**src/rtl/systolic_pkg.sv**
```systemverilog
// Shared types and default geometry for the systolic weight loader.
package systolic_pkg;

  localparam int unsigned ARRAY_ROWS = 8;
  localparam int unsigned ARRAY_COLS = 8;
  localparam int unsigned WEIGHT_W   = 8;

  typedef enum logic [1:0] {
    IDLE,
    LOAD,
    COMMIT
  } loader_state_t;

  typedef logic [WEIGHT_W-1:0] weight_t;

endpackage

```
**src/rtl/weight_row_buffer.sv**
```systemverilog
// Shadow register file: one row written per cycle, all rows readable at once.
module weight_row_buffer #(
  parameter int unsigned Rows = 8,
  parameter int unsigned RowW = 64,
  parameter int unsigned IdxW = 3
) (
  input  logic                 clk_i,
  input  logic                 rst_ni,
  input  logic                 we_i,
  input  logic [IdxW-1:0]      row_idx_i,
  input  logic [RowW-1:0]      row_data_i,
  output logic [Rows*RowW-1:0] rows_o
);

  logic [Rows*RowW-1:0] rows_q, rows_d;

  // Decode by comparison so a non-power-of-two Rows never writes out of range.
  always_comb begin
    rows_d = rows_q;
    for (int r = 0; r < int'(Rows); r++) begin
      if (we_i && (row_idx_i == IdxW'(r))) begin
        rows_d[r*RowW +: RowW] = row_data_i;
      end
    end
  end

  always_ff @(posedge clk_i or negedge rst_ni) begin
    if (!rst_ni) begin
      rows_q <= '0;
    end else begin
      rows_q <= rows_d;
    end
  end

  assign rows_o = rows_q;

endmodule

```
**src/rtl/systolic_weight_loader.sv**
```systemverilog
// Captures a burst of weight rows into a shadow buffer and commits it atomically
// to the active registers driving the PE grid.
module systolic_weight_loader
  import systolic_pkg::*;
#(
  parameter int unsigned ROWS = ARRAY_ROWS,
  parameter int unsigned COLS = ARRAY_COLS,
  parameter int unsigned DW   = WEIGHT_W,
  localparam int unsigned RCW = $clog2(ROWS + 1)
) (
  input  logic                     clk,
  input  logic                     n_rst,
  input  logic                     start_weights,
  input  logic                     weight_valid,
  input  logic [COLS*DW-1:0]       systolic_data,
  input  logic                     weight_clear,
  output logic                     loader_busy,
  output logic                     weights_done,
  output logic                     weights_loaded,
  output logic                     load_err,
  output logic [RCW-1:0]           row_count,
  output logic [ROWS*COLS*DW-1:0]  pe_weight
);

  localparam int unsigned RW = COLS * DW;
  localparam int unsigned IW = (ROWS > 1) ? $clog2(ROWS) : 1;
  localparam logic [RCW-1:0] LastRow = RCW'(ROWS - 1);

  loader_state_t state_q, state_d;
  logic [RCW-1:0] count_q, count_d;
  logic           err_q, err_d;
  logic           loaded_q, loaded_d;
  logic           done_q, done_d;
  logic [ROWS*RW-1:0] active_q, active_d;

  logic           wr_en;
  logic [IW-1:0]  wr_idx;
  logic [ROWS*RW-1:0] shadow;

  always_comb begin
    state_d  = state_q;
    count_d  = count_q;
    err_d    = err_q;
    loaded_d = loaded_q;
    done_d   = 1'b0;
    active_d = active_q;
    wr_en    = 1'b0;
    wr_idx   = '0;

    if (weight_clear) begin
      state_d  = IDLE;
      count_d  = '0;
      err_d    = 1'b0;
      loaded_d = 1'b0;
      active_d = '0;
    end else begin
      unique case (state_q)
        IDLE: begin
          if (start_weights) begin
            state_d = LOAD;
            count_d = '0;
            err_d   = 1'b0;
            // A beat arriving with the start pulse is row 0 of the new burst.
            if (weight_valid) begin
              wr_en   = 1'b1;
              count_d = RCW'(1);
              if (ROWS == 1) state_d = COMMIT;
            end
          end else if (weight_valid) begin
            err_d = 1'b1;
          end
        end
        LOAD: begin
          if (start_weights) begin
            err_d   = 1'b1;
            count_d = '0;
            if (weight_valid) begin
              wr_en   = 1'b1;
              count_d = RCW'(1);
              if (ROWS == 1) state_d = COMMIT;
            end
          end else if (weight_valid) begin
            wr_en   = 1'b1;
            wr_idx  = IW'(count_q);
            count_d = count_q + RCW'(1);
            if (count_q == LastRow) state_d = COMMIT;
          end
        end
        COMMIT: begin
          active_d = shadow;
          loaded_d = 1'b1;
          done_d   = 1'b1;
          state_d  = IDLE;
          if (weight_valid) err_d = 1'b1;
        end
        default: state_d = IDLE;
      endcase
    end
  end

  always_ff @(posedge clk or negedge n_rst) begin
    if (!n_rst) begin
      state_q  <= IDLE;
      count_q  <= '0;
      err_q    <= 1'b0;
      loaded_q <= 1'b0;
      done_q   <= 1'b0;
      active_q <= '0;
    end else begin
      state_q  <= state_d;
      count_q  <= count_d;
      err_q    <= err_d;
      loaded_q <= loaded_d;
      done_q   <= done_d;
      active_q <= active_d;
    end
  end

  weight_row_buffer #(
    .Rows (ROWS),
    .RowW (RW),
    .IdxW (IW)
  ) u_shadow (
    .clk_i      (clk),
    .rst_ni     (n_rst),
    .we_i       (wr_en),
    .row_idx_i  (wr_idx),
    .row_data_i (systolic_data),
    .rows_o     (shadow)
  );

  assign loader_busy    = (state_q != IDLE);
  assign weights_done   = done_q;
  assign weights_loaded = loaded_q;
  assign load_err       = err_q;
  assign row_count      = count_q;
  assign pe_weight      = active_q;

endmodule

```
**config.mk**
```make
export PLATFORM = sky130hd
export DESIGN_NAME = systolic_weight_loader
export DESIGN_NICKNAME = d
export VERILOG_FILES = /design/src/rtl/systolic_pkg.sv /design/src/rtl/weight_row_buffer.sv /design/src/rtl/systolic_weight_loader.sv
export SDC_FILE = /design/constraint.sdc
export NUM_CORES = 1
export LEC_CHECK = 0
export ABC_CLOCK_PERIOD_IN_PS = 5900
export BUFFER_PORTS_ARGS = -buffer_cell sky130_fd_sc_hd__buf_2
export CORE_ASPECT_RATIO = 1.1
export CORE_MARGIN = 1
export CORE_UTILIZATION = 52
export DETAILED_ROUTE_END_ITERATION = 8
export GPL_TIMING_DRIVEN = 0
export PLACE_DENSITY = 0.74
export RECOVER_POWER = 100
export SLEW_MARGIN = 10
export SYNTH_ARGS = -nofsm -noshare
export SYNTH_HDL_FRONTEND = slang
export SYNTH_SLANG_ARGS = --single-unit
```
**constraint.sdc**
```tcl
create_clock -name clk -period 5.9 [get_ports clk]
set_input_delay 0.885 -clock clk [delete_from_list [all_inputs] [get_ports clk]]
set_output_delay 0.885 -clock clk [all_outputs]
set_load 0.02 [all_outputs]
```
Yosys cells after proc, flatten, opt, wreduce, memory -nomap -nowiden
Index checks and enable logic that the tools add are counted.
{ "word_totals": {"word_cells": 79, "input_bits": 69, "regBits": 1033, "out_inout_bits": 520} }
{ "op_classes": {"eq_ne": 16, "mux": 31, "addsub": 1, "n_reduce_logical": 17} }
{ "ops": {"columns": ["operator", "count"], "rows": [
  ["$mux 512", 2],
  ["$mux 4", 4],
  ["$ne 3x3->1 const B", 5],
  ["$eq 3x3->1 const B", 4],
  ["$mux 1", 12],
  ["$mux 3", 4],
  ["$mux 2", 5],
  ["$logic_and 1x1->1", 8],
  ["$pmux 4 s2", 1],
  ["$eq 3x2->1 const B", 2],
  ["$add 4x1->4 const B", 1],
  ["$eq 4x3->1 const B", 1],
  ["$ne 4x4->1 const B", 1],
  ["$pmux 2 s2", 1],
  ["$reduce_and 4->1", 1],
  ["$reduce_bool 2->1", 2],
  ["$reduce_bool 4->1", 1],
  ["$eq 3x1->1 const B", 1],
  ["$logic_not 3->1", 1],
  ["$pmux 1 s3", 1],
  ["$reduce_and 3->1", 1],
  ["$reduce_bool 3->1", 1],
  ["$eq 2x1->1 const B", 1],
  ["$eq 2x2->1 const B", 1],
  ["3 further kinds", 3]
]} }

Logic depth before layout (Yosys ltp)
{ "depth": {"ltp_word": 6, "mapped_depth": 8, "mapped_depth_nobuf": 6} }

Modules after synthesis
Synthesis repeated with hierarchy kept, for this count alone.
{ "unflattened": {"hier_cells": 2806, "hier_area_um2": 40521.4} }
{ "modules_own_cells": {"columns": ["module", "area_per_inst_um2", "instances", "cells_each", "seq_area_each_um2"], "rows": [
  ["systolic_weight_loader", 21344.2, 1, 1719, 13037.5],
  ["weight_row_buffer", 19177.1, 1, 1087, 12812.3]
]} }

Worst setup path after synthesis
No wires, ideal clock.
{ "synth_timing": {"kind": "input -> register", "startpoint": "in weight_clear", "endpoint": "reg u_shadow.rows_q[43], in the netlist u_shadow.rows_o[43]", "arrival_ps": 2392, "stages": 5, "setup_ps": 125, "n_path_buf": 2, "slack_ps": 3384, "required_ps": 5775, "cell_sequence": "buf_2 -> nand2b_4 -> a2111oi_4 -> buf_6 -> mux2_2"} }
{ "synth_between": {"elab_chain_cells": 3, "elab_cells_between_ends": 4, "cone_classes": "mux: 2; reduce/logical: 2"} }
{ "synth_rtl": {"columns": ["item", "line_no", "text"], "rows": [
  ["from (decl)", "systolic_weight_loader.sv:16", "input logic weight_clear,"],
  ["$mux 3", "systolic_weight_loader.sv:50", "if (weight_clear) begin"],
  ["$logic_not 3->1", "weight_row_buffer.sv:21", "if (we_i && (row_idx_i == IdxW'(r))) begin"],
  ["$logic_and 1x1->1 (*)", "weight_row_buffer.sv:21", null],
  ["to (signal assigned)", "weight_row_buffer.sv:31", "rows_q <= rows_d;"],
  ["to (decl)", "weight_row_buffer.sv:15", "logic [Rows*RowW-1:0] rows_q, rows_d;"]
]} }
Mark *: on every way between the ends. The rest lies on a longest branch, timed or not.
A chain may end at the register's enable or synchronous reset.

Worst setup path in the final report
{ "layout_timing": {"startpoint": "reg state_q[1]", "endpoint": "reg u_shadow.rows_q[62], in the netlist u_shadow.rows_o[62]"} }
{ "layout_between": {"elab_chain_cells": 5, "elab_cells_between_ends": 8, "cone_classes": "eq/ne: 1; mux: 4; reduce/logical: 3"} }
{ "layout_rtl": {"columns": ["item", "line_no", "text"], "rows": [
  ["from (decl)", "systolic_weight_loader.sv:29", "loader_state_t state_q, state_d;"],
  ["from (signal assigned)", "systolic_weight_loader.sv:110", "state_q <= state_d;"],
  ["$eq 2x1->1", "systolic_weight_loader.sv:57", "unique case (state_q)"],
  ["$mux 3", "systolic_weight_loader.sv:57", null],
  ["$mux 3", "systolic_weight_loader.sv:50", null],
  ["$logic_not 3->1", "weight_row_buffer.sv:21", null],
  ["$logic_and 1x1->1 (*)", "weight_row_buffer.sv:21", null]
]} }
Marks and branches as above.

==> impl_metrics.tcl <==
set metrics [dict create \
    htree_num_levels 3 \
    cts_made_buffers 103 \
    yosysUniqueCellTypes 41 \
    place_ws_ns 2.092 \
    start_util 0.5258 \
    antenna_found_initial 7 \
    finClkSkew_ns 0.02673 \
    synth_ff_type "dfrtp_1" \
    syn_area_per_cell_um2 14.24 \
    setup_violations 0 \
    synth_cells 2806 \
    violations "capacitance limit, slew limit" \
    slew_headroom -1.505 \
    first_pass_iters 5 \
    port_buffers 585 \
    period_share 0.7369 \
    cts_tree "yes" \
    dp_hpwl_um 76070 \
    wirelength_um 110400 \
    grt_setup_unrepaired "no" \
    drtAntennaViolNets 0 \
    yosysTopAreaCellShare 0.6469 \
    criticalPathCategory "flop to flop" \
    endpoint_kind "flop" \
    wl_per_cell_um 23.94 \
    final.min_clock_period_ns 4.348 \
    die-area_um2 77960 \
    grt_max_degree 152 \
    die_height_um 292.7 \
    leakage_nw 21.62 \
    ys_warn_count 0 \
    critPathLaunchType "flop" \
    arrival_ns 4.87 \
    die_w_um 266.3 \
    ys_ff_latch 1033 \
    cts_hold_buffers 0 \
    routabilityCongestion 0.8140 \
    worstMarginPinSlew_ns 3.757 \
    nets 3578 \
    synth_area_leaders "dfrtp_1, mux2_2, mux2i_1, nor2_1, mux2_1" \
    cts_setup_buffers 0 \
    hold_violations 0 \
    drc 0 \
    power.density_nw_per_um2 310.7 \
    worstHoldPathType "flop to flop" \
    vias_per_cell 5.417 \
    root_buffer "clkbuf_16" \
    cts.sinks 1033 \
    tns_ns 0 \
    yosysSeqAreaShare 0.6469 \
    vdd_drop_max_uv 279.4 \
    async_flop_share 1.000 \
    grt_pass1_vias 25222 \
    crit_fanout 10 \
    holdWs_ns 0.4854 \
    synth_edf_count 0 \
    vias 24994 \
    drive_above_1_share 0.2019 \
    status "finished with violations" \
    synth.most_common_cell "dfrtp_1" \
    cts_max_path_buffers 3 \
    first_iter_violations 1663 \
    synth_nets 2879 \
    ys_top_cells_by_count "dfrtp_1, nor2_1, mux2i_1" \
    clk_pin_slew_worst_paths_ns 0.06 \
    ctsResizeCount 0 \
    grt_pass1_wl_um 163900 \
    core-area_um2 76000 \
    io_pins 589 \
    syn-cell-area_um2 39960 \
    clk_latency_ns 0.66 \
    layout_setup_ws_ns 1.552 \
    max_clock_freq_ghz 0.2300 \
    rows 106 \
    place_inst 4426 \
    synth_top_cell_by_area "dfrtp_1" \
    area_delta_synth_final_pct 17.62 \
    required_ns 6.42 \
    grt_usage 0.2834 \
    final_max_slew_viol_count 85 \
    max_cap_viol_count 5 \
    grt-ovfl-total 0 \
    layout.cells.non_filler 4614 \
]
-- metrics by stage --
stage | area (um2) | power, mW | util
final | 47000 | 14.60 | 0.6185
after global routing | 47000 | 15.06 | 0.6184
after CTS | 47910 | 14.72 | 0.6304
after detailed placement | 44410 | 8.030 | 0.5844
after global placement | 44170 | 8.003 | 0.5812
after floorplan | 39960 | 7.665 | -
-- cell type report --
type | count | area (um2)
timing repair buffer | 594 | 2476
sequential | 1033 | 25850
fill | 6183 | 29000
multi-input combinational | 1596 | 13210
buffer | 173 | 665.6
clock buffer | 147 | 2985
tap | 1026 | 1284
antenna | 2 | 5.005
inverter | 4 | 15.01
clock inverter | 39 | 510.5
-- worst paths after layout --
path,startpoint,to,slack [ns],cells past startpoint
max in group asynchronous,n_rst,pe_weight[477],1.70,3
min reg2reg,u_shadow.rows_o[77],u_shadow.rows_o[77],0.49,1
max reg2reg,state_q[1],u_shadow.rows_o[62],1.55,8
max,state_q[1],u_shadow.rows_o[62],1.55,8
min,u_shadow.rows_o[77],u_shadow.rows_o[77],0.49,1
min in group asynchronous,n_rst,pe_weight[57],1.52,1
-- sequential cells by signal, summed over array words and instances (netlist names) --
register	flops
row_count	4
weights_loaded	1
pe_weight	512
load_err	1
weights_done	1
u_shadow.rows_o	512
state_q	2
-- layer usage --
metal  vias to the layer above  wire length, um  track usage
met5                         -               19            0
met4                         4             4782       0.1245
met3                       198             6912      0.06675
met2                       688            53180       0.4533
met1                     13113            45550       0.3689
li1                      10991                -            -
-- power breakdown --
part	total [mW]	switching (mW)	internal (mW)
clock	6.72	2.80	3.93
combinational	0.558	0.384	0.174
sequential	7.32	0.0806	7.24
-- critical path, cell delays in order (launching register included) --
cell and delay, ns:
dfrtp_1 0.39, inv_1 0.12, ha_1 0.15, clkbuf_1 0.28, a21oi_1 0.12, a2111oi_0 1.63
clkbuf_1 0.54, clkbuf_1 0.59, mux2_2 0.41
-- cells by family (layout without fill, tap and decap cells) --
group	Yosys count	in the layout	share of synthesized area
other cells	0	2	0
buf+inv	177	957	0.02173
xor+xnor	1	1	0.0002192
fa+ha+maj	4	4	0.001253
mux	1025	1025	0.2728
simple gates	547	547	0.05348
flops	1033	1033	0.6469
compound gates	19	19	0.003633
-- placed cells by master, fill, tap and decap left out, types with 7 or more instances in the layout --
cell	instances
mux2i_1	513
buf_2	66
dfrtp_1	1033
clkbuf_1	707
bufinv_16	9
mux2_2	480
buf_16	7
clkinv_2	18
clkbuf_8	20
mux2_1	32
clkbuf_16	105
nor2_1	521
Power figures use the tool's default switching activity.
